$ cat src/rtl/decorr_sequencer_if.sv
// Handshake bundle between the decorrelator sequencer, its bit source and the lane array.
// The sequencer takes the slave side; the job controller/bench takes the master side.
interface decorr_sequencer_if #(
   parameter int WIDTH  = 5,
   parameter int NWIN_W = 8
);
   logic              start;
   logic [NWIN_W-1:0] num_windows;
   logic              hold;
   logic              in_ready;
   logic [WIDTH-1:0]  counter_sob;
   logic              enable;
   logic              out_valid;
   logic              busy;
   logic              done;
   logic [NWIN_W-1:0] win_cnt;

   modport master (
      output start, num_windows, hold,
      input  in_ready, counter_sob, enable, out_valid, busy, done, win_cnt
   );

   modport slave (
      input  start, num_windows, hold,
      output in_ready, counter_sob, enable, out_valid, busy, done, win_cnt
   );
endinterface

$ cat src/rtl/decorr_sequencer.sv
// Window sequencer for the stochastic-bitstream decorrelator lanes: shared counter_sob,
// regeneration enable and FILL/RUN/DRAIN framing of an N-window job, all outputs registered.
module decorr_sequencer #(
   parameter int WIDTH  = 5,
   parameter int NWIN_W = 8
) (
   input  logic                clk,
   input  logic                rst,
   decorr_sequencer_if.slave   bus
);

   typedef enum logic [2:0] {
      S_IDLE,
      S_FILL,
      S_RUN,
      S_DRAIN,
      S_FINISH
   } state_t;

   state_t            state_q, state_d;
   logic [WIDTH-1:0]  cnt_q, cnt_d;
   logic [NWIN_W-1:0] n_q, n_d;
   logic [NWIN_W-1:0] win_q, win_d;
   logic              in_ready_q, in_ready_d;
   logic              enable_q, enable_d;
   logic              out_valid_q, out_valid_d;
   logic              busy_q, busy_d;
   logic              done_q, done_d;

   logic              seq_st;
   logic              frz;
   logic              wrap;
   logic [NWIN_W-1:0] win_inc;

   always_comb begin
      state_d  = state_q;
      cnt_d    = cnt_q;
      n_d      = n_q;
      win_d    = win_q;
      seq_st   = (state_q == S_FILL) || (state_q == S_RUN) || (state_q == S_DRAIN);
      frz      = seq_st && bus.hold;
      wrap     = seq_st && !bus.hold && (cnt_q == '1);
      win_inc  = win_q + NWIN_W'(1);

      if (seq_st && !bus.hold) begin
         cnt_d = cnt_q + WIDTH'(1);
      end

      case (state_q)
         S_IDLE: begin
            cnt_d = '0;
            if (bus.start) begin
               n_d     = bus.num_windows;
               win_d   = '0;
               state_d = (bus.num_windows == '0) ? S_FINISH : S_FILL;
            end
         end
         // FILL and RUN differ only in enable; a wrap that completes window N moves to DRAIN.
         S_FILL, S_RUN: begin
            if (wrap) begin
               if (win_q != n_q) begin
                  win_d = win_inc;
               end
               state_d = (win_inc == n_q) ? S_DRAIN : S_RUN;
            end
         end
         S_DRAIN: begin
            if (wrap) begin
               state_d = S_FINISH;
            end
         end
         S_FINISH: begin
            cnt_d   = '0;
            state_d = S_IDLE;
         end
         default: begin
            cnt_d   = '0;
            state_d = S_IDLE;
         end
      endcase

      // Outputs are decoded from the next state so they line up with the registered state.
      in_ready_d  = ((state_d == S_FILL) || (state_d == S_RUN)) && !frz;
      enable_d    = ((state_d == S_RUN) || (state_d == S_DRAIN)) && !frz;
      out_valid_d = enable_q;
      busy_d      = (state_d != S_IDLE);
      done_d      = (state_d == S_FINISH);
   end

   always_ff @(posedge clk) begin
      if (rst) begin
         state_q     <= S_IDLE;
         cnt_q       <= '0;
         n_q         <= '0;
         win_q       <= '0;
         in_ready_q  <= 1'b0;
         enable_q    <= 1'b0;
         out_valid_q <= 1'b0;
         busy_q      <= 1'b0;
         done_q      <= 1'b0;
      end else begin
         state_q     <= state_d;
         cnt_q       <= cnt_d;
         n_q         <= n_d;
         win_q       <= win_d;
         in_ready_q  <= in_ready_d;
         enable_q    <= enable_d;
         out_valid_q <= out_valid_d;
         busy_q      <= busy_d;
         done_q      <= done_d;
      end
   end

   assign bus.in_ready    = in_ready_q;
   assign bus.counter_sob = cnt_q;
   assign bus.enable      = enable_q;
   assign bus.out_valid   = out_valid_q;
   assign bus.busy        = busy_q;
   assign bus.done        = done_q;
   assign bus.win_cnt     = win_q;

endmodule

$ cat src/flat_wrapper.sv
// flat-port wrapper written by rule: the top's interface ports become plain ports
module decorr_sequencer_flat 
#(
   parameter int WIDTH  = 5,
   parameter int NWIN_W = 8
)
  (clk, rst, bus_start, bus_num_windows, bus_hold, bus_in_ready, bus_counter_sob, bus_enable, bus_out_valid, bus_busy, bus_done, bus_win_cnt);
  decorr_sequencer_if #(.WIDTH(WIDTH), .NWIN_W(NWIN_W)) bus_i ();
  input  logic clk;
  input  logic rst;
  input wire logic [$bits(bus_i.start)-1:0] bus_start;
  input wire logic [$bits(bus_i.num_windows)-1:0] bus_num_windows;
  input wire logic [$bits(bus_i.hold)-1:0] bus_hold;
  output wire logic [$bits(bus_i.in_ready)-1:0] bus_in_ready;
  output wire logic [$bits(bus_i.counter_sob)-1:0] bus_counter_sob;
  output wire logic [$bits(bus_i.enable)-1:0] bus_enable;
  output wire logic [$bits(bus_i.out_valid)-1:0] bus_out_valid;
  output wire logic [$bits(bus_i.busy)-1:0] bus_busy;
  output wire logic [$bits(bus_i.done)-1:0] bus_done;
  output wire logic [$bits(bus_i.win_cnt)-1:0] bus_win_cnt;
  assign bus_i.start = bus_start;
  assign bus_i.num_windows = bus_num_windows;
  assign bus_i.hold = bus_hold;
  assign bus_in_ready = bus_i.in_ready;
  assign bus_counter_sob = bus_i.counter_sob;
  assign bus_enable = bus_i.enable;
  assign bus_out_valid = bus_i.out_valid;
  assign bus_busy = bus_i.busy;
  assign bus_done = bus_i.done;
  assign bus_win_cnt = bus_i.win_cnt;
  decorr_sequencer #(.WIDTH(WIDTH), .NWIN_W(NWIN_W)) u_core (.clk(clk), .rst(rst), .bus(bus_i));
endmodule
$ cat config.mk
export PLATFORM = sky130hd
export DESIGN_NAME = decorr_sequencer_flat
export DESIGN_NICKNAME = d
export VERILOG_FILES = /design/src/rtl/decorr_sequencer_if.sv /design/src/rtl/decorr_sequencer.sv /design/src/flat_wrapper.sv
export SDC_FILE = /design/constraint.sdc
export NUM_CORES = 1
export LEC_CHECK = 0
export BUFFER_PORTS_ARGS = -buffer_cell sky130_fd_sc_hd__buf_2
export CORE_MARGIN = 2
export CORE_UTILIZATION = 53
export DETAILED_ROUTE_END_ITERATION = 8
export PLACE_DENSITY = 0.78
export SLEW_MARGIN = 20
export SYNTH_ARGS = -nofsm -noshare
export SYNTH_HDL_FRONTEND = slang
export SYNTH_SLANG_ARGS = --single-unit
$ cat constraint.sdc
create_clock -name clk -period 2.3 [get_ports clk]
set_clock_uncertainty 0.15 [all_clocks]
set_input_delay 0.345 -clock clk [delete_from_list [all_inputs] [get_ports clk]]
set_output_delay 0.345 -clock clk [all_outputs]
set_load 0.05 [all_outputs]
# Yosys cells after proc, flatten, opt, wreduce, memory -nomap -nowiden
# Cells that the tools add are included.
dict set report word_totals {
  register_bits 29
  input_bits 12
  output_inout_bits 18
  elab_cells 55
}
dict set report op_classes {
  addsub 2
  eq_ne 13
  mux 10
  bitwise 1
  reduce_logical 20
}
# operator n
set op_table {}
lappend op_table {{2-to-1 mux 8 bit} 3}
lappend op_table {{case mux 8 bit (2 select lines)} 1}
lappend op_table {{== test 3 x 2 -> 1 bit (second input constant)} 4}
lappend op_table {{2-to-1 mux 3 bit} 4}
lappend op_table {{case mux 3 bit (3 select lines)} 1}
lappend op_table {{adder 8 x 1 -> 8 bit (second input constant)} 1}
lappend op_table {{== test 8 bit} 1}
lappend op_table {{logical NOT 8 bit} 1}
lappend op_table {{inequality test 8 bit} 1}
lappend op_table {{== test 3 x 1 -> 1 bit (second input constant)} 2}
lappend op_table {{adder 5 x 1 -> 5 bit (second input constant)} 1}
lappend op_table {{== test 5 bit (second input constant)} 1}
lappend op_table {{logical AND 1 bit} 5}
lappend op_table {{logical OR 1 bit} 4}
lappend op_table {{inequality test 2 x 1 -> 1 bit (second input constant)} 2}
lappend op_table {{AND reduction 4 bit} 1}
lappend op_table {{OR reduction 2 bit} 2}
lappend op_table {{== test 3 bit (second input constant)} 1}
lappend op_table {{logical NOT 3 bit} 1}
lappend op_table {{nonzero test 3 bit} 1}
lappend op_table {{OR reduction 3 bit} 1}
lappend op_table {{logical NOT 1 bit} 2}
lappend op_table {{inequality test 2 bit (second input constant)} 1}
lappend op_table {{AND reduction 2 bit} 1}
lappend op_table {{3 further kinds} 3}

# Longest topological paths before layout
# Gate-level depths: netlist of the first run.
dict set report logic_depth {
  ltp_word 10
  ltp_mapped 9
  depth_no_buf 9
}

# Worst setup path before layout of the first run
# OpenSTA, ideal clock, no wires.
dict set report synth_path {
  kind {register to register}
  startpoint {register u_core.cnt_q[0], in the netlist u_core.bus.counter_sob[0]}
  endpoint {register u_core.in_ready_q, in the netlist u_core.bus.in_ready}
  setup_ns 0.123
  arrival_ns 2.248
  required_ns 2.027
  setup_slack_ns -0.221
  stages_incl_launch_ff 10
  n_path_buf 0
  synth_period_minus_slack_ns 2.521
  path_cell_list {dfxtp_1 > ha_1 > and3_1 > ha_1 > nor2b_1 > a21oi_1 > nor3_1 > nand4_1 > o22a_1 > mux2_1}
}
dict set report synth_between {
  elab_chain_len 7
  elab_cells_between_ends 9
  classes_between {eq/ne (3); mux (3); reduce/logical (3)}
}
# item line_no
set synth_rtl {}
lappend synth_rtl {{from (decl)} decorr_sequencer.sv:21} ;# logic [WIDTH-1:0] cnt_q, cnt_d;
lappend synth_rtl {{from (signal assigned)} decorr_sequencer.sv:103} ;# cnt_q <= cnt_d;
lappend synth_rtl {{== test 5 bit *} decorr_sequencer.sv:42} ;# wrap = seq_st && !bus.hold && (cnt_q == '1);
lappend synth_rtl {{logical AND 1 bit *} decorr_sequencer.sv:42}
lappend synth_rtl {{2-to-1 mux 3 bit (on tied branches)} {decorr_sequencer.sv:68, decorr_sequencer.sv:60}}
lappend synth_rtl {{case mux 3 bit (3 select lines) *} decorr_sequencer.sv:49} ;# case (state_q)
lappend synth_rtl {{== test 3 x 1 -> 1 bit / == test 3 x 2 -> 1 bit (equally long branches)} decorr_sequencer.sv:83} ;# in_ready_d = ((state_d == S_FILL) || (state_d == S_RUN)) && !frz;
lappend synth_rtl {{logical OR 1 bit *} decorr_sequencer.sv:83}
lappend synth_rtl {{logical AND 1 bit *} decorr_sequencer.sv:83}
lappend synth_rtl {{to (signal assigned)} decorr_sequencer.sv:106} ;# in_ready_q <= in_ready_d;
lappend synth_rtl {{to (decl)} decorr_sequencer.sv:24} ;# logic in_ready_q, in_ready_d;
# Mark *: on every way between the ends. The rest lies on a longest branch, timed or not.
# A chain may end at the register's enable or synchronous reset.

# Worst setup path in the final report of the first run
dict set report layout_path {
  startpoint {register u_core.win_q[0], in the netlist u_core.bus.win_cnt[0]}
  endpoint {register u_core.in_ready_q, in the netlist u_core.bus.in_ready}
}
dict set report layout_between {
  elab_chain_len 8
  elab_cells_between_ends 9
  classes_between {add/sub (1); eq/ne (3); mux (3); reduce/logical (2)}
}
# item line_no
set layout_rtl {}
lappend layout_rtl {{from (decl)} decorr_sequencer.sv:23} ;# logic [NWIN_W-1:0] win_q, win_d;
lappend layout_rtl {{from (signal assigned)} decorr_sequencer.sv:105} ;# win_q <= win_d;
lappend layout_rtl {{adder 8 x 1 -> 8 bit *} decorr_sequencer.sv:43} ;# win_inc = win_q + NWIN_W'(1);
lappend layout_rtl {{== test 8 bit *} decorr_sequencer.sv:64} ;# state_d = (win_inc == n_q) ? S_DRAIN : S_RUN;
lappend layout_rtl {{2-to-1 mux 1 bit *} decorr_sequencer.sv:64}
lappend layout_rtl {{2-to-1 mux 3 bit *} decorr_sequencer.sv:60} ;# if (wrap) begin
lappend layout_rtl {{case mux 3 bit (3 select lines) *} decorr_sequencer.sv:49}
lappend layout_rtl {{== test 3 x 1 -> 1 bit / == test 3 x 2 -> 1 bit (equally long branches)} decorr_sequencer.sv:83}
lappend layout_rtl {{logical OR 1 bit *} decorr_sequencer.sv:83}
lappend layout_rtl {{logical AND 1 bit *} decorr_sequencer.sv:83}
# Marked as above.

==> results of run 1 <==
==> worst max-delay path: stages (launching register included) <==
cell	delay, ns
dfxtp_2	0.40
ha_1	0.31
nor3b_1	0.22
a211oi_1	0.07
a211oi_1	0.25
a21oi_1	0.10
o22a_1	0.23
mux2_1	0.31
==> through the flow <==
step           setup TNS [ns]  power (µW)
2_1_floorplan               0         619
3_3_place_gp                0         648
3_5_place_dp                0         652
4_1_cts                     0         960
5_1_grt               -0.0141        1000
6_report                    0         953
==> layer usage <==
| metal | vias to the layer above | track usage (%) |
|---|---|---|
| met4 | 0 | 9.18 |
| met3 | 6 | 6.91 |
| li1 | 656 | - |
| met1 | 623 | 23.9 |
| met2 | 26 | 38.5 |
| met5 | - | 0 |
==> synth_stat cells (4+ instances only) <==
cell type | count | area share (%)
a211oi_1 | 4 | 2.1
a21oi_1 | 20 | 6.8
dfxtp_1 | 29 | 40
nand2_1 | 22 | 5.7
nand2b_1 | 4 | 1.7
nand3_1 | 5 | 1.7
nor2_1 | 21 | 5.4
nor2b_1 | 5 | 2.1
xnor2_1 | 6 | 3.6
xor2_1 | 16 | 9.6
==> worst paths after layout <==
kind	slack, ns	end	from	cells past startpoint
setup / recovery	0.14	u_core.bus.in_ready	u_core.bus.win_cnt[0]	7
hold / removal	0.11	u_core.n_q[0]	bus_num_windows[0]	3
setup reg to reg	0.14	u_core.bus.in_ready	u_core.bus.win_cnt[0]	7
hold reg to reg	0.31	u_core.bus.out_valid	u_core.bus.enable	1
==> flip-flops by register name (all words and copies together) (netlist names) <==
signal                  cells
u_core.state_q              3
u_core.bus.done             1
u_core.bus.busy             1
u_core.bus.enable           1
u_core.bus.out_valid        1
u_core.bus.in_ready         1
u_core.bus.win_cnt          8
u_core.bus.counter_sob      5
u_core.n_q                  8
==> power breakdown <==
part           switching (µW)  internal (µW)
Combinational            70.4           43.1
Sequential               13.6            514
Clock                     160            151
Total                     244            708
==> area by class of cell <==
class	count	area, µm²	share of cell area [%]
well taps	31	38.8	2.29
multi-input cells	134	827	48.9
clock buffers	8	58.8	3.47
flip-flops and latches	29	593	35.0
inverters	2	7.51	0.443
repair buffers	32	168	9.90
==> cell families after synthesis <==
kind of cell             count (synthesis)  share of synthesized area (%)
flip-flops                              29                           39.7
multiplexers                             4                           2.83
adder cells (fa/ha/maj)                  3                           2.57
buffers and inverters                   12                           4.19
AND/OR/NAND/NOR                         76                           25.7
XOR/XNOR                                22                           13.2
AO/OA/AOI/OAI                           29                           11.8
==> placed cells by master (no fill, tap or decap), types with 5 or more instances in the layout <==
cell / netlist / layout
a21oi_1: 20 / 20
buf_2: 3 / 29
clkbuf_4: 0 / 5
dfxtp_1: 29 / 23
nand2_1: 22 / 22
nand3_1: 5 / 5
nor2_1: 21 / 21
xnor2_1: 6 / 6
xor2_1: 16 / 16
==> timing repair <==
action	4_1_cts	5_1_grt
resized for setup	0	2
setup buffers	0	0
hold buffers	0	0
endpoints found under the setup margin	0	1
==> flow_metrics.env, run 1 <==
export IMPL_drt_pass1_iter_count=4
export IMPL_crit_type="reg2reg"
export IMPL_dieArea_um2=3190
export IMPL_dp_hpwl_um=2290
export IMPL_placed_cell_area_um2=1630
export IMPL_post_route_util_pct=63.0
export IMPL_nFillCells=240
export IMPL_synthToLayoutAreaGrowth_pct=15.8
export IMPL_slew_headroom_pct=57.5
export IMPL_postRouteAntennaNets=0
export IMPL_root_buffer="clkbuf_4"
export IMPL_critPathLaunchType="flip-flop"
export IMPL_core_area_um2=2690
export IMPL_met3WireLength_um=133
export IMPL_max_vdd_ir_drop_mv=0.502
export IMPL_syn_inst=175
export IMPL_hold_ws_ns=0.112
export IMPL_cts_tree="yes"
export IMPL_cp_required_ns=2.36
export IMPL_vias=1311
export IMPL_outcome="finished, final reports clean"
export IMPL_final_setup_worst_slack_ns=0.138
export IMPL_synth_distinct_cells=36
export IMPL_synth_main_ff_cell="dfxtp_1"
export IMPL_synthArstFlopShare_pct=0
export IMPL_grt_pass1_wl_um=5500
export IMPL_crit_arrival_ns=2.22
export IMPL_grt_max_degree=22
export IMPL_wl_um=3080
export IMPL_yosys_warnings=0
export IMPL_dp_cells=228
export IMPL_tightest_slew_ns=0.628
export IMPL_port_buffers=29
export IMPL_antenna_found_initial=0
export IMPL_max_freq_mhz=463
export IMPL_htreeDepth=2
export IMPL_crit_fanout=7
export IMPL_nNetsFinal=219
export IMPL_synth_nets=190
export IMPL_clk_pin_slew_ns=0.09
export IMPL_route_met2_wl_um=1530
export IMPL_cts_buffer_depth=2
export IMPL_postSynthAreaPerCell_um2=8.35
export IMPL_drt_met1_wl_um=1370
export IMPL_clock_sinks=29
export IMPL_ys_ff_latch=29
export IMPL_drt_iter0_markers=31
export IMPL_stdcell_count=236
export IMPL_drc_errors=0
export IMPL_io_pins=30
export IMPL_grt_pass1_vias=1299
export IMPL_place_gp_congestion=0.955
export IMPL_hold_viol=0
export IMPL_grt_use_total_pct=21.9
export IMPL_initial_core_util_pct=54.4
export IMPL_seq_area_frac_synth_pct=39.7
export IMPL_setup_violations=0
export IMPL_power_per_cell_area_nw_per_um2=563
export IMPL_fin_crit_ns=2.16
export IMPL_post_drt_wl_per_cell_um=13.1
export IMPL_antenna_cells=0
export IMPL_final_max_slew_viol_count=0
export IMPL_top_layer_used="met4"
export IMPL_dp_slack_ns=0.0804
export IMPL_fp_dieH_um=56.5
export IMPL_die_w_um=56.5
export IMPL_maxCapViolCount=0
export IMPL_static_leakage_power_uw=0.000736
export IMPL_hp_class="in2reg"
export IMPL_synth_enable_flop_cells=0
export IMPL_grt_overflow_total=0
export IMPL_final_cell_area_um2=1690
export IMPL_drt_vias_per_instance=5.56
export IMPL_clk_latency_ns=0.32
export IMPL_period_share_pct=94.0
export IMPL_critPathCaptureType="flip-flop"
export IMPL_cts_buffers=5
export IMPL_row_count=19
export IMPL_synth_cell_area_um2=1460
export IMPL_drive_above_1_share_pct=22.9
Power figures use the tool's default switching activity.
==> run 2, diff against run 1 <==
--- a/config.mk
+++ b/config.mk
@@ -6,6 +6,7 @@
 export NUM_CORES = 1
 export LEC_CHECK = 0
 export BUFFER_PORTS_ARGS = -buffer_cell sky130_fd_sc_hd__buf_2
+export CORE_ASPECT_RATIO = 0.8
 export CORE_MARGIN = 2
 export CORE_UTILIZATION = 53
 export DETAILED_ROUTE_END_ITERATION = 8
==> run 2 against run 1 <==
Compared with the run above:
- register-to-register slack lost 0.02 ns
- via count grew 1.7%
- final cell count grew 3.8%
- cell area grew 1.3%
- critical endpoint unchanged
- highest routed layer unchanged
==> flow_metrics.env, run 2 (synthesis results as in run 1) <==
export IMPL_clock_sinks=29
export IMPL_drt_vias_per_instance=5.44
export IMPL_htreeDepth=2
export IMPL_clk_latency_ns=0.33
export IMPL_final_cell_mix="buf_2 (29), dfxtp_1 (23), nand2_1 (22)"
export IMPL_maxCapViolCount=0
export IMPL_p_switching_uw=250
export IMPL_drc_errors=0
export IMPL_max_freq_mhz=458
export IMPL_rsz0062_at_grt="false"
export IMPL_max_vdd_ir_drop_mv=0.295
export IMPL_port_buffers=29
export IMPL_grt_use_total_pct=21.2
export IMPL_power_per_cell_area_nw_per_um2=555
export IMPL_core_area_um2=2680
export IMPL_crit_arrival_ns=2.26
export IMPL_dp_slack_ns=0.132
export IMPL_switching_share_pct=26.2
export IMPL_antenna_found_initial=0
export IMPL_regArea_um2=593
export IMPL_cp_required_ns=2.37
export IMPL_final_max_slew_viol_count=0
export IMPL_wl_um=3170
export IMPL_tns_ns=0
export IMPL_antenna_cells=0
export IMPL_crit_type="reg2reg"
export IMPL_outcome="finished, final reports clean"
export IMPL_slew_headroom_pct=75.2
export IMPL_hp_class="in2reg"
export IMPL_nFillCells=261
export IMPL_critPathLaunchType="flip-flop"
export IMPL_drt_iter0_markers=59
export IMPL_vias=1333
export IMPL_p_clk_share_pct=32.5
export IMPL_static_leakage_power_uw=0.000751
export IMPL_grt_pass1_wl_um=5170
export IMPL_clk_pin_slew_ns=0.08
export IMPL_grt_overflow_total=0
export IMPL_initial_core_util_pct=54.5
export IMPL_dp_hpwl_um=2390
export IMPL_cts_tree="yes"
export IMPL_grt_max_degree=22
export IMPL_synthToLayoutAreaGrowth_pct=17.4
export IMPL_fp_dieH_um=51.0
export IMPL_nNetsFinal=222
export IMPL_pwr_share_seq_pct=55.5
export IMPL_row_count=17
export IMPL_period_share_pct=95.0
export IMPL_fin_crit_ns=2.18
export IMPL_io_pins=30
export IMPL_final_setup_worst_slack_ns=0.115
export IMPL_final_common_cell="buf_2"
export IMPL_dieArea_um2=3200
export IMPL_setup_violations=0
export IMPL_die_w_um=62.7
export IMPL_cts_buffer_depth=2
export IMPL_hold_viol=0
export IMPL_cts_buffers=5
export IMPL_crit_fanout=3
export IMPL_p_comb_share_pct=12.0
export IMPL_multi_input_area_um2=822
export IMPL_critPathCaptureType="flip-flop"
export IMPL_postRouteAntennaNets=0
export IMPL_root_buffer="clkbuf_4"
export IMPL_p_int_uw=702
export IMPL_place_gp_congestion=0.889
export IMPL_post_drt_wl_per_cell_um=12.9
export IMPL_grt_pass1_vias=1208
export IMPL_tightest_slew_ns=0.372
export IMPL_drive_above_1_share_pct=24.2
export IMPL_drt_pass1_iter_count=4
export IMPL_postCtsHoldBufs=0
[run 2: cell types whose count changed in the layout (fill, tap and decap cells not counted)]
cell | previous run | this run
buf_4 | 3 | 6
clkbuf_1 | 2 | 1
nor2b_2 | 0 | 1
nor2b_4 | 1 | 0
[run 2: area by class of cell]
cell class / count / area share [%]
Sequential cell: 29 / 34.6
Multi-Input combinational cell: 134 / 47.9
Tap cell: 38 / 2.77
Timing Repair Buffer: 35 / 11.1
Inverter: 2 / 0.438
Clock buffer: 7 / 3.21
[run 2: what timing repair did]
item                       CTS  global route
resized for setup            0             1
buffers inserted             0             1
setup endpoints to repair    0             1
[run 2: stage by stage]
| step | util, % | area (µm²) | instances | power [µW] | hold WS, ns |
|---|---|---|---|---|---|
| after floorplan | - | 1470 | 175 | 619 | 0.298 |
| after global placement | 61.6 | 1650 | 237 | 648 | 0.305 |
| after detailed placement | 61.6 | 1650 | 237 | 652 | 0.312 |
| after CTS | 63.6 | 1710 | 244 | 960 | 0.0895 |
| after global routing | 64.0 | 1720 | 245 | 1000 | 0.0979 |
| final | 64.0 | 1720 | 245 | 952 | 0.0974 |
[run 2: final timing paths]
check,from,end,slack [ns],depth (start not counted)
min reg2reg,u_core.bus.enable,u_core.bus.out_valid,0.32,1
max reg2reg,u_core.bus.counter_sob[0],u_core.bus.in_ready,0.12,10
min,bus_num_windows[2],u_core.n_q[2],0.1,3
max,u_core.bus.counter_sob[0],u_core.bus.in_ready,0.12,10
[run 2: worst max-delay path, stage by stage, from the launching register on]
cell	delay [ns]
dfxtp_4	0.35
ha_1	0.19
and3_1	0.18
ha_1	0.19
nor2b_2	0.16
buf_4	0.14
nand2_1	0.08
xnor2_1	0.13
nand2b_1	0.11
nor2b_1	0.14
mux2_1	0.27
[run 2: routing by layer]
metal	global-route usage [%]	vias to the layer above	part of all wire, %
met5	0	-	0
met4	12.2	0	2.1
met3	5.51	7	7.0
met2	34.6	44	47
met1	25.8	620	44
li1	-	662	-
[run 2: power by group through the flow]
stage / clock network, µW / logic [µW] / registers (µW)
after floorplan: 0 / 71.8 / 548
after global placement: 0 / 109 / 539
after detailed placement: 0 / 112 / 540
after CTS: 319 / 112 / 529
after global routing: 343 / 126 / 530
final: 309 / 114 / 528
